### src/rtl/crc32_pkg.sv
// rtl/crc32_pkg.sv - shared constants and FSM encodings for the CRC-32 frame checker
//
// Purpose: default CRC geometry, generator polynomial, minimum legal frame
// length, checker state encodings and the statistics counter width.
// Ports: none (package).
package crc32_pkg;

    localparam int DATA_WIDTH_DEF = 8;
    localparam int CRC_WIDTH_DEF  = 32;
    localparam int LEN_WIDTH_DEF  = 16;

    localparam logic [31:0] CRC_POLY = 32'h04C11DB7;

    // FCS beats carried at the end of every frame
    localparam int CRC_BYTES = CRC_WIDTH_DEF / DATA_WIDTH_DEF;

    // Shortest frame that still holds at least one payload beat
    localparam int MIN_FRAME_BEATS = CRC_BYTES + 1;

    localparam int STATS_WIDTH = 16;

    localparam logic [1:0] ST_IDLE  = 2'd0;
    localparam logic [1:0] ST_SHIFT = 2'd1;
    localparam logic [1:0] ST_CHECK = 2'd2;

endpackage

### src/rtl/crc32_serial_step.sv
// rtl/crc32_serial_step.sv - combinational one-bit CRC LFSR update
//
// Purpose: advances the CRC register by one message bit (MSB-first,
// non-reflected). The generator uses the same block so both ends agree
// bit for bit.
// Ports:
//   crc_in   in   CRC_WIDTH  current remainder
//   bit_in   in   1          next message bit
//   crc_out  out  CRC_WIDTH  updated remainder
module crc32_serial_step
    import crc32_pkg::*;
#(
    parameter int                   CRC_WIDTH = CRC_WIDTH_DEF,
    parameter logic [CRC_WIDTH-1:0] POLY      = CRC_WIDTH'(CRC_POLY)
) (
    input  logic [CRC_WIDTH-1:0] crc_in,
    input  logic                 bit_in,
    output logic [CRC_WIDTH-1:0] crc_out
);

    logic fb;

    assign fb      = crc_in[CRC_WIDTH-1] ^ bit_in;
    assign crc_out = {crc_in[CRC_WIDTH-2:0], 1'b0} ^ (fb ? POLY : '0);

endmodule

### config.mk
export PLATFORM = sky130hd
export DESIGN_NAME = crc32_serial_step
export DESIGN_NICKNAME = d
export VERILOG_FILES = /design/src/rtl/crc32_pkg.sv /design/src/rtl/crc32_serial_step.sv
export SDC_FILE = /design/constraint.sdc
export NUM_CORES = 1
export LEC_CHECK = 0
export CAP_MARGIN = 20
export CORE_UTILIZATION = 24
export DETAILED_ROUTE_END_ITERATION = 10
export GPL_TIMING_DRIVEN = 0
export PLACE_DENSITY = 0.91
export SLEW_MARGIN = 20
export SYNTH_ARGS = -nofsm -noshare
export SYNTH_HDL_FRONTEND = slang
export SYNTH_SLANG_ARGS = --single-unit
### constraint.sdc
create_clock -name vclk -period 0.8
set_clock_uncertainty 0.05 [all_clocks]
set_input_delay 0.08 -clock vclk [all_inputs]
set_output_delay 0.08 -clock vclk [all_outputs]
set_load 0.05 [all_outputs]
==> results_tabular.tex <==
\begin{tabular}{lr}
\hline
Metric & Value \\
\hline
\multicolumn{2}{l}{\textbf{Outcome}} \\
Outcome & complete, but fails checks \\
Violations in the final reports & setup timing \\
\multicolumn{2}{l}{\textbf{Timing}} \\
Measured slew at the worst slew-check pin & 0.4869 ns \\
Final count of pins violating max slew & 0 \\
Accumulated negative setup slack & -2.631 ns \\
RSZ-0062 raised after global routing & yes \\
Final setup violating endpoints & 13 \\
Final period demand of the worst path & 1.028 ns \\
Relative slew slack & 0.6766 \\
Final number of hold-violating endpoints & 0 \\
Setup ws final & -0.2280 ns \\
Final worst path period share & 1.285 \\
Fmax & 0.9728 GHz \\
\multicolumn{2}{l}{\textbf{Die}} \\
Row count & 16 \\
I/O Pins & 65 \\
Effective utilization at floorplan & 0.2569 \\
Placeable core area & 1982 sq um \\
Horizontal extent of the die & 48.07 microns \\
Die Area & 2310 sq um \\
Height of the chip & 48.07 microns \\
\multicolumn{2}{l}{\textbf{Place}} \\
Total of buffers placed on input and output ports & 46 \\
Worst slack, placed & -1.304 ns \\
Final Wtd Congestion & 0.6118 \\
Post-Place Cells & 109 \\
\multicolumn{2}{l}{\textbf{Yosys}} \\
Main combinational cell family by area after synthesis & XOR/XNOR gates \\
Most numerous cell in the Yosys netlist & buf\_4 \\
Adder and majority gate portion of the synthesized area & 0 \\
Synthesized netlist cell count & 36 \\
Largest area contributor in the synthesized netlist & xor3\_1 \\
Share of the yosys chip area belonging to registers & 0 \\
Summed instance area of the synthesized netlist & 509.2 sq um \\
Ranking of synthesized cells by instance count & buf\_4 (19), xor3\_1 (9), xor3\_4 (4), buf\_6 (3), xor2\_1 (1) \\
Synthesized netlist net count & 69 \\
Synth top area cells & xor3\_1 (42\%), buf\_4 (28\%), xor3\_4 (22\%) \\
Synthesized-area fraction occupied by ao, oa, aoi and oai cells & 0 \\
Share of synthesized cell area in and, or, nand and nor gates & 0 \\
Average size of a mapped cell & 14.15 sq um \\
Multiplexer area fraction after synthesis & 0 \\
Area share of xor/xnor cells in the synthesized design & 0.6536 \\
Synthesis warning total & 0 \\
Fraction of synthesized cell area taken by the top area cell type & 0.4201 \\
Library cells used by synthesis & 5 \\
\multicolumn{2}{l}{\textbf{Min path}} \\
Worst hold-check path type & in2out \\
\multicolumn{2}{l}{\textbf{Global route}} \\
Largest net degree at the start of global routing & 7 \\
Total gr overflow & 0 \\
Global-route wire length before repair & 1.745 mm \\
All-layer global routing usage & 0.1091 \\
Vias in the first global route & 364 \\
Initial antenna violation count & 0 \\
\multicolumn{2}{l}{\textbf{Route}} \\
Number of DRC markers in iteration 0 & 2 \\
Total wire length & 1.293 mm \\
Average via count per standard cell & 3.736 \\
Vias & 411 \\
Number of remaining DRC errors & 0 \\
Antenna-violating nets left & 0 \\
Number of iterations in the first detailed-routing pass & 2 \\
Final routed wire length divided by cell count & 11.75 microns \\
\multicolumn{2}{l}{\textbf{Cells and area}} \\
Clock buffer count & 0 \\
Fill cell total of the finished layout & 166 \\
Area growth from synthesis to final layout & 127.0\% \\
Filler-free cell count of the finished design & 110 \\
Final sequential cell count & 0 \\
\# diodes & 0 \\
Share of post-route cells with drive strength above 1 & 0.6386 \\
Layout Nets & 118 \\
FF+latch area & 0 sq um \\
\multicolumn{2}{l}{\textbf{Critical path}} \\
Category of the worst setup path capture point & output pin \\
Worst path slowest cell & xor3\_2 \\
Critical Path, Cell by Cell & buf\_12 > buf\_16 > xor3\_2 > buf\_8 \\
Kind of critical path & in2out \\
Element type at the critical path start & input port \\
Data arrival at the endpoint of the critical path & 0.90 ns \\
Critical path's largest stage delay & 0.45 ns \\
Worst Path Max Fanout & 6 \\
Data required time of the critical path & 0.67 ns \\
\multicolumn{2}{l}{\textbf{Power}} \\
Highest ir drop seen on vdd & 975.0 uV \\
Leakage dissipation & 0.6122 nW \\
Post-layout power & 0.001438 W \\
Power per cell area & 1243 nW/um\^{}2 \\
\multicolumn{2}{l}{\textbf{Run}} \\
Count of max-cap constraint violations & 0 \\
\hline
\end{tabular}
path summary, 6_finish.rpt:
kind / from / to / slack, ns / depth (start not counted)
worst min-delay path: crc_in[13] / crc_out[14] / 0.45 / 2
worst max-delay path: bit_in / crc_out[22] / -0.23 / 4
layout make-up:
cell class         count  area, sq um  area share
repair buffers        48        580.6      0.5022
multi-input cells     14        351.6      0.3041
plain buffers         21        190.2      0.1645
well taps             27        33.78     0.02922
through the flow:
| step | utilization | area [sq um] | hold WS, ns |
|---|---|---|---|
| 6_report | 0.5833 | 1156 | 0.4482 |
| 5_1_grt | 0.5833 | 1156 | 0.4651 |
| 4_1_cts | 0.5726 | 1135 | 0.6226 |
| 3_5_place_dp | 0.5139 | 1018 | 0.8987 |
| 3_3_place_gp | 0.5139 | 1018 | 0.9002 |
| 2_1_floorplan | - | 524.3 | 0.2771 |
logic make-up after synthesis:
group	Yosys count
xor+xnor	14
buf+inv	22
cell usage in the layout, fill, tap and decap left out, drive strengths merged:
cell type       n
clkbuf          1
clkdlybuf4s15  22
xor3           13
xor2            1
buf            38
dlygate4sd2     8
where the power goes:
| group | switching (W) | total [W] | internal, W |
|---|---|---|---|
| Sequential | 0 | 0 | 0 |
| Clock | 0 | 0 | 0 |
| Combinational | 0.000754 | 0.00144 | 0.000684 |
critical path: cells and delay by family:
| family | cells | cell delay, ns |
|---|---|---|
| XOR/XNOR | 1 | 0.45 |
| buffers and inverters | 3 | 0.37 |
routing by layer:
metal  track usage  wire length [microns]  vias up
li1              -                      -      193
met1        0.1259                    383      182
met2        0.2297                    778       36
met3      0.003774                    132        0
met4             0                      0        0
met5             0                      0        -
timing repair:
item / in CTS / in global routing
buffers inserted: 0 / 0
gates cloned: 2 / 0
gates resized for setup: 161 / 21
pin swaps: 13 / 9
endpoints found under the setup margin: 32 / 27
hold buffers: 0 / 0
No activity file was read; power rests on OpenSTA's default activity.
